===== src/rtl/l1i_nextline_prefetcher.sv =====
// Next-line L1I prefetcher: turns demand misses into same-page next-line L2 fetches and L1I fills.
// Optional PF_STATS_EN macro adds saturating issue/drop/trigger counters.
module l1i_nextline_prefetcher #(
    parameter int DEGREE         = 2,
    parameter int QUEUE_DEPTH    = 4,
    parameter int FILTER_ENTRIES = 4
) (
    input  logic         clk,
    input  logic         reset_n,
    input  logic         miss_valid,
    input  logic [31:0]  miss_paddr,
    input  logic         demand_busy,
    output logic [31:0]  pf_l2_addr,
    output logic         pf_l2_request,
    input  logic [255:0] pf_l2_data,
    input  logic         pf_l2_done,
    output logic [31:0]  prefetch_addr,
    output logic [255:0] prefetch_data,
    output logic         prefetch_valid
`ifdef PF_STATS_EN
    ,
    output logic [31:0]  stat_issued,
    output logic [31:0]  stat_dropped,
    output logic [31:0]  stat_triggers
`endif
);

    localparam int QW = (QUEUE_DEPTH > 1) ? $clog2(QUEUE_DEPTH) : 1;
    localparam int FW = (FILTER_ENTRIES > 1) ? $clog2(FILTER_ENTRIES) : 1;
    localparam int KW = 3;

    localparam logic [1:0] ST_IDLE    = 2'd0;
    localparam logic [1:0] ST_WAIT    = 2'd1;
    localparam logic [1:0] ST_DELIVER = 2'd2;

    logic [26:0]   fifo_mem_q [QUEUE_DEPTH];
    logic [QW-1:0] rd_ptr_q, wr_ptr_q;
    logic [QW:0]   count_q;

    logic [26:0]               filt_addr_q [FILTER_ENTRIES];
    logic [FILTER_ENTRIES-1:0] filt_valid_q;
    logic [FW-1:0]             filt_ptr_q;

    logic          gen_active_q;
    logic [26:0]   base_q;
    logic [19:0]   page_q;
    logic [KW-1:0] k_q;

    logic [1:0]   state_q;
    logic         req_q, pv_q;
    logic [31:0]  addr_q, pa_q;
    logic [255:0] pd_q;

    logic [26:0]               miss_line, head, cand, filt_ins_addr;
    logic [27:0]               cand_sum;
    logic [FILTER_ENTRIES-1:0] filt_hit_v, trig_hit_v;
    logic [QUEUE_DEPTH-1:0]    fifo_hit_v;
    logic fifo_empty, fifo_full, do_pop, page_ok, inflight_hit, dup;
    logic gen_step, full_drop, gen_stop, cand_push, filt_ins;
    logic unused_low_bits;

    assign unused_low_bits = ^miss_paddr[4:0];
    assign miss_line  = miss_paddr[31:5];
    assign head       = fifo_mem_q[rd_ptr_q];
    assign fifo_empty = (count_q == '0);
    assign fifo_full  = (count_q == (QW+1)'(QUEUE_DEPTH));

    // A trigger flushes the FIFO, so no pop is allowed in the same cycle.
    assign do_pop = (state_q == ST_IDLE) && !fifo_empty && !demand_busy && !miss_valid;

    assign cand_sum = {1'b0, base_q} + {25'd0, k_q};
    assign cand     = cand_sum[26:0];
    assign page_ok  = !cand_sum[27] && (cand[26:7] == page_q);

    genvar gi;
    generate
        for (gi = 0; gi < FILTER_ENTRIES; gi++) begin : g_filt
            assign filt_hit_v[gi] = filt_valid_q[gi] && (filt_addr_q[gi] == cand);
            assign trig_hit_v[gi] = filt_valid_q[gi] && (filt_addr_q[gi] == miss_line);
        end
        for (gi = 0; gi < QUEUE_DEPTH; gi++) begin : g_fifo
            logic [QW-1:0] off;
            assign off            = QW'(gi) - rd_ptr_q;
            assign fifo_hit_v[gi] = ({1'b0, off} < count_q) && (fifo_mem_q[gi] == cand);
        end
    endgenerate

    assign inflight_hit = (state_q != ST_IDLE) && (addr_q[31:5] == cand);
    assign dup          = (|filt_hit_v) || (|fifo_hit_v) || inflight_hit;

    assign gen_step  = gen_active_q && !miss_valid;
    assign full_drop = page_ok && !dup && fifo_full && !do_pop;
    assign gen_stop  = !page_ok || full_drop || (k_q == KW'(DEGREE));
    assign cand_push = gen_step && page_ok && !dup && (!fifo_full || do_pop);

    // Trigger line is recorded once; issued lines always enter the filter.
    assign filt_ins      = (miss_valid && !(|trig_hit_v)) || do_pop;
    assign filt_ins_addr = miss_valid ? miss_line : head;

    always_ff @(posedge clk) begin
        if (cand_push) fifo_mem_q[wr_ptr_q] <= cand;
    end

    always_ff @(posedge clk or negedge reset_n) begin
        if (!reset_n) begin
            rd_ptr_q     <= '0;
            wr_ptr_q     <= '0;
            count_q      <= '0;
            for (int i = 0; i < FILTER_ENTRIES; i++) filt_addr_q[i] <= '0;
            filt_valid_q <= '0;
            filt_ptr_q   <= '0;
            gen_active_q <= 1'b0;
            base_q       <= '0;
            page_q       <= '0;
            k_q          <= '0;
            state_q      <= ST_IDLE;
            req_q        <= 1'b0;
            pv_q         <= 1'b0;
            addr_q       <= '0;
            pa_q         <= '0;
            pd_q         <= '0;
        end else begin
            if (miss_valid) begin
                base_q       <= miss_line;
                page_q       <= miss_paddr[31:12];
                k_q          <= KW'(1);
                gen_active_q <= 1'b1;
            end else if (gen_step) begin
                k_q <= k_q + KW'(1);
                if (gen_stop) gen_active_q <= 1'b0;
            end

            if (miss_valid) begin
                rd_ptr_q <= '0;
                wr_ptr_q <= '0;
                count_q  <= '0;
            end else begin
                if (do_pop)    rd_ptr_q <= rd_ptr_q + QW'(1);
                if (cand_push) wr_ptr_q <= wr_ptr_q + QW'(1);
                count_q <= count_q + {{QW{1'b0}}, cand_push} - {{QW{1'b0}}, do_pop};
            end

            if (filt_ins) begin
                filt_addr_q[filt_ptr_q]  <= filt_ins_addr;
                filt_valid_q[filt_ptr_q] <= 1'b1;
                filt_ptr_q <= (filt_ptr_q == FW'(FILTER_ENTRIES - 1)) ? '0 : filt_ptr_q + FW'(1);
            end

            case (state_q)
                ST_IDLE: begin
                    if (do_pop) begin
                        addr_q  <= {head, 5'b0};
                        req_q   <= 1'b1;
                        state_q <= ST_WAIT;
                    end
                end
                ST_WAIT: begin
                    if (pf_l2_done) begin
                        req_q   <= 1'b0;
                        pd_q    <= pf_l2_data;
                        pa_q    <= addr_q;
                        pv_q    <= 1'b1;
                        state_q <= ST_DELIVER;
                    end
                end
                ST_DELIVER: begin
                    pv_q    <= 1'b0;
                    state_q <= ST_IDLE;
                end
                default: state_q <= ST_IDLE;
            endcase
        end
    end

    assign pf_l2_addr     = addr_q;
    assign pf_l2_request  = req_q;
    assign prefetch_addr  = pa_q;
    assign prefetch_data  = pd_q;
    assign prefetch_valid = pv_q;

`ifdef PF_STATS_EN
    logic [KW-1:0] drop_n;
    logic [32:0]   drop_sum;
    logic [31:0]   issued_q, dropped_q, triggers_q;

    // Page-limit and full-FIFO stops discard every remaining candidate of the trigger.
    always_comb begin
        drop_n = '0;
        if (gen_step) begin
            if (!page_ok || full_drop) drop_n = KW'(DEGREE) - k_q + KW'(1);
            else if (dup)              drop_n = KW'(1);
        end
    end
    assign drop_sum = {1'b0, dropped_q} + {30'd0, drop_n};

    always_ff @(posedge clk or negedge reset_n) begin
        if (!reset_n) begin
            issued_q   <= '0;
            dropped_q  <= '0;
            triggers_q <= '0;
        end else begin
            if (do_pop && issued_q != '1)       issued_q   <= issued_q + 32'd1;
            if (miss_valid && triggers_q != '1) triggers_q <= triggers_q + 32'd1;
            dropped_q <= drop_sum[32] ? '1 : drop_sum[31:0];
        end
    end

    assign stat_issued   = issued_q;
    assign stat_dropped  = dropped_q;
    assign stat_triggers = triggers_q;
`endif

endmodule


===== config.mk =====
export PLATFORM = sky130hd
export DESIGN_NAME = l1i_nextline_prefetcher
export DESIGN_NICKNAME = d
export VERILOG_FILES = /design/src/rtl/l1i_nextline_prefetcher.sv
export SDC_FILE = /design/constraint.sdc
export NUM_CORES = 1
export LEC_CHECK = 0
export ABC_AREA = 1
export CORE_ASPECT_RATIO = 1.2
export CORE_MARGIN = 2
export CORE_UTILIZATION = 45
export DETAILED_ROUTE_END_ITERATION = 10
export GPL_TIMING_DRIVEN = 0
export HOLD_SLACK_MARGIN = 0.1
export PLACE_DENSITY = 0.72
export SLEW_MARGIN = 20
export SYNTH_ARGS = -nofsm -noshare
export SYNTH_HDL_FRONTEND = slang
export SYNTH_SLANG_ARGS = --single-unit

===== constraint.sdc =====
create_clock -name clk -period 13.1 [get_ports clk]
set_clock_uncertainty 0.05 [all_clocks]
set_input_delay 3.93 -clock clk [delete_from_list [all_inputs] [get_ports clk]]
set_output_delay 3.93 -clock clk [all_outputs]
set_load 0.005 [all_outputs]

# Word-level counts from Yosys, hierarchy flattened
# Memories as Yosys holds them, arrays and structs flattened.
# Index checks and enable logic that the tools add are counted.
# totals
register_bits	486
ramBits	108
in_bits	293
out_inout_bits	322
word_cells	149
mem_count	1
# mem_list
memory	words	width	rd	rd_ports_with_merged_regs	write_ports	line	text
fifo_mem_q	4	27	5	0	1	36	logic [26:0] fifo_mem_q [QUEUE_DEPTH];
# op_classes
n_addsub	11
order_cmp	8
eq_ne	21
n_mux	27
n_bitwise	2
n_reduce_logical	60
# ops
operator	n
equality test 27 bit	13
bitwise mux 108 bit	1
demux 27 bit (select 2 bit)	1
2-to-1 mux 27 bit	2
adder 27 x 3 -> 28 bit	1
logical AND 1 bit	27
equality test 20 bit	1
2-to-1 mux 2 bit	7
nonzero test 2 bit	7
< comparator 2 x 3 -> 1 bit	4
OR reduction 4 bit	3
AND reduction 2 bit	5
logical NOT 1 bit	9
2-to-1 mux 1 bit	9
2-to-1 mux 3 bit	3
adder 2 x 1 -> 2 bit (second input constant)	3
logical OR 1 bit	6
equality test 2 bit (second input constant)	2
inequality test 2 bit (second input constant)	2
OR 4 bit	1
case mux 1 bit (2 select lines)	2
case mux 2 bit (2 select lines)	1
subtractor 1 x 2 -> 2 bit (first input constant)	2
subtractor 2 bit (first input constant)	2
other kinds (15)	15

# Longest topological paths before layout
# logic_depth
word_depth	15
depth_mapped	30
ltp_nobuf	28

# Worst setup path before layout
# Ideal clock, no wire load.
# synth_path
kind	input to register
startpoint	input demand_busy
endpoint	memory fifo_mem_q[0][0] (enable)
setup_time_ns	0.411
t_arrival_ns	5.949
required_time_ns	12.639
setup_slack_ns	6.690
cell_stages	8
n_path_buf	0
cell_sequence	nand3b_1 -> nor2_1 -> inv_1 -> nand4_1 -> inv_1 -> nor2_1 -> nand4_4 -> nor2_1
# synth_via
elab_chain_len	7
# synth_rtl
item	line	text
start: declaration	12	input logic demand_busy,
logical NOT 1 bit	69	assign do_pop = (state_q == ST_IDLE) && !fifo_empty && !demand_busy && !miss_valid;
logical AND 1 bit (2 in a row)	69	
logical OR 1 bit	94	assign cand_push = gen_step && page_ok && !dup && (!fifo_full || do_pop);
logical AND 1 bit	94	
2-to-1 mux 1 bit	101	if (cand_push) fifo_mem_q[wr_ptr_q] <= cand;
2-to-1 mux 1 bit (implied by the code)	101	
end: declaration	36	
# Every way passes these cells.

# Worst setup path in the final report
# layout_path
startpoint	input miss_paddr[24]
endpoint	register filt_addr_q[26] (netlist name)
# layout_via
elab_chain_len	6
word_cells_on_any_way	12
classes_between	4 x eq/ne; 8 x reduce/logical
# layout_rtl
item	line	text
start: declaration	11	input logic [31:0] miss_paddr,
equality test 27 bit	79	assign trig_hit_v[gi] = filt_valid_q[gi] && (filt_addr_q[gi] == miss_line);
logical AND 1 bit	79	
OR reduction 4 bit *	97	assign filt_ins = (miss_valid && !(|trig_hit_v)) || do_pop;
logical NOT 1 bit *	97	
logical AND 1 bit *	97	
logical OR 1 bit *	97	
end signal: indexed assignment	144	filt_addr_q[filt_ptr_q] <= filt_ins_addr;
end: declaration	40	logic [26:0] filt_addr_q [FILTER_ENTRIES];
# Every way passes the cells marked *; elsewhere a longest branch is shown, timed or not.
# A chain may end at the register's enable or synchronous reset.

==> results_dict.tcl <==
set metrics [dict create \
    worstMarginPinSlew_ns 1.06 \
    cp.depth 13 \
    cts_max_path_buffers 3 \
    wl_um 138000 \
    tritoncts "yes" \
    synthArstFlopShare 0.812 \
    critPathCapture "filt_addr_q[26]" \
    antenna_found_initial 11 \
    drive_above_1_share 0.0508 \
    htreeDepth 3 \
    rsz0062_at_grt "false" \
    p_per_area_mw_per_mm2 227 \
    grt_pass1_wl_um 194000 \
    vdd_drop_max_uv 124 \
    ys.warnings.count 0 \
    avgSynthCellArea_sq_um 7.91 \
    r2r_cells 30 \
    synth_cells 3585 \
    fp.dieW_um 233 \
    r2r-start "rd_ptr_q[0]" \
    path_max_fanout 10 \
    crit_slowest_cell "clkdlybuf4s50_1" \
    cp.arrival_ns 8.10 \
    crit_path_start "miss_paddr[24]" \
    first_pass_iters 6 \
    routed-via-count 28672 \
    core_sq_mm 0.0622 \
    dpl_worst_slack_ns 4.92 \
    drv_cap 0 \
    total_power_mw 8.56 \
    cp-start-kind "input port" \
    hpwl_um 110000 \
    drt.antenna.violating_nets 0 \
    setup_viol 0 \
    critPathTopFamily "buffers and inverters" \
    finalHoldViolCount 0 \
    timing.fmax_ghz 0.130 \
    grt_usage 0.424 \
    cts_buffers 66 \
    cts.sinks 574 \
    reg2reg_to "count_q[2]" \
    p_leak_nw 18.0 \
    tns_ns 0 \
    required_ns 13.49 \
    start_util 0.456 \
    ys_top_cells_by_area "dfrtp_1, nand2_1, edfxtp_1" \
    end_kind "flip-flop" \
    clk_latency_ns 0.62 \
    setup_slack_ns 5.39 \
    path_clk_slew_ns 0.06 \
    port_buffers 591 \
    wl_per_cell_um 26.9 \
    post_cts_buffers 0 \
    r2r_slack_ns 6.87 \
    yosysTopAreaCell "dfrtp_1" \
    worstSetupPathType "in2reg" \
    status "finished clean" \
    period_needed_ns 7.71 \
    final_nets 4576 \
    fp.dieArea_sq_mm 0.0650 \
    synthDistinctLibCells 52 \
    hp-class "reg2reg" \
    finalCritPeriodShare 0.589 \
    gr-total-overflow 0 \
    critPathMaxStageDelay_ns 0.87 \
    post_cts_resized 0 \
    drt-initial-drc-count 3098 \
    synth_common_cells "nand2_1, dfrtp_1, inv_1, o21ai_0, nor2_1" \
    grt_start_max_net_pins 99 \
    io-pin-count 615 \
    finish.utilization 0.605 \
    crit_top_cell "nand2_1" \
    drc 0 \
    slew_headroom 0.286 \
    grt_pass1_vias 27499 \
    ys_ff_latch 574 \
    ys_seq_area_frac 0.526 \
    crit_buf_inv 3 \
    cts-root-buf "clkbuf_16" \
    crit_chain "clkdlybuf4s50_1, inv_1, a221oi_1, nand4_1, nor2_1, nand2_1, nor2_1, a31oi_1, nand3_1, nand2_1, nand2_1, clkbuf_1, o21ai_0" \
    area_growth_pct 32.8 \
    yosysTopAreaCellShare 0.411 \
    synthFlopType "dfrtp_1" \
    die_y_um 279 \
    finalMaxSlewViolations 0 \
    synth_edf_count 108 \
    yosysMostFrequentCell "nand2_1" \
    syn-cell-area_sq_mm 0.0283 \
    row_count 100 \
    viasPerCell 5.59 \
    place_congestion 1.08 \
    cts_hold_buf 0 \
]
[sequential cells by signal (all words and copies together) (netlist names)]
name / cells
base_q: 27
count_q: 3
fifo_mem_q: 108
filt_addr_q: 108
filt_ptr_q: 2
filt_valid_q: 4
gen_active_q: 1
k_q: 3
pf_l2_addr: 27
pf_l2_request: 1
prefetch_addr: 27
prefetch_data: 256
prefetch_valid: 1
rd_ptr_q: 2
state_q: 2
wr_ptr_q: 2
[cell type report]
cell class                 instances  area [sq um]
inverter                         310          1160
clock buffer                      96          1870
tap                              816          1020
clock inverter                    19           176
multi-input combinational       2569         11700
timing repair buffer             600          6150
fill                            5757         24500
sequential                       574         14900
antenna                            5          12.5
buffer                           141           634
[metrics by stage]
step / cells / cell area [sq um] / hold WS (ns)
2_1_floorplan: 3594 / 28400 / 0.381
3_3_place_gp: 5001 / 35300 / 0.411
3_5_place_dp: 5010 / 35600 / 0.414
4_1_cts: 5125 / 37600 / 0.431
5_1_grt: 5126 / 37600 / 0.436
6_report: 5130 / 37600 / 0.429
[cells by family (layout without fill, tap and decap cells)]
logic type | Yosys count | in the layout | share of synthesized area
and+or+nand+nor | 2057 | 2057 | 0.294
DFF | 574 | 574 | 0.526
buffers and inverters | 451 | 1166 | 0.0634
AOI/OAI and AO/OA | 413 | 413 | 0.0862
xor gates and xnor gates | 68 | 68 | 0.0210
adders and majority gates | 21 | 21 | 0.00980
other | 1 | 15 | 0.000132
[worst min path at each step]
stage / endpoint / slack [ns] / startpoint / cells past startpoint
global route: prefetch_data[227] / 0.44 / prefetch_data[227] / 2
floorplan: filt_valid_q[2] / 0.38 / filt_valid_q[2] / 2
global placement: prefetch_data[147] / 0.41 / prefetch_data[147] / 2
finish: prefetch_data[163] / 0.43 / prefetch_data[163] / 2
CTS: prefetch_data[71] / 0.43 / prefetch_data[71] / 2
detailed placement: prefetch_data[71] / 0.41 / prefetch_data[71] / 2
[cells in the final DEF (no fill, tap or decap), types with 11 or more instances in the layout]
| cell type | count |
|---|---|
| o221ai_1 | 15 |
| nand2_1 | 1602 |
| edfxtp_1 | 108 |
| inv_1 | 296 |
| clkbuf_1 | 120 |
| xnor2_1 | 12 |
| nor4_1 | 12 |
| clkbuf_16 | 68 |
| a21boi_0 | 28 |
| buf_4 | 17 |
| o21ai_1 | 22 |
| ha_1 | 19 |
| buf_2 | 15 |
| a22oi_1 | 30 |
| a221oi_1 | 11 |
| nand3_1 | 138 |
| xor2_1 | 56 |
| a21oi_1 | 17 |
| dfrtp_1 | 466 |
| o22ai_1 | 50 |
| o21ai_0 | 216 |
| nand2_2 | 32 |
| nor2_1 | 204 |
| nand4_1 | 16 |
| o211ai_1 | 13 |
| clkdlybuf4s50_1 | 590 |
[worst reg2reg max path: cells and delay by family, from the launching register on]
family	cells	cell delay (ns)
xor gates and xnor gates	1	0.16
AOI/OAI and AO/OA	1	0.07
DFF	1	0.32
buffers and inverters	7	1.73
and+or+nand+nor	17	2.58
adders and majority gates	4	1.16
[per-layer routing]
metal  wire (um)  global-route usage  up-vias
met5          32                   0        -
met4       11800               0.299        4
met3       13800               0.106      450
met2       63100               0.665     1725
met1       49500               0.508    13755
li1            -                   -    12738
[power breakdown]
part / internal, mW / total, mW / switching [mW] / leakage (nW)
Sequential: 2.50 / 3.16 / 0.662 / 6.83
Combinational: 1.49 / 3.58 / 2.10 / 10.1
Clock: 1.02 / 1.81 / 0.793 / 0.997
No activity file was read; power rests on OpenSTA's default activity.
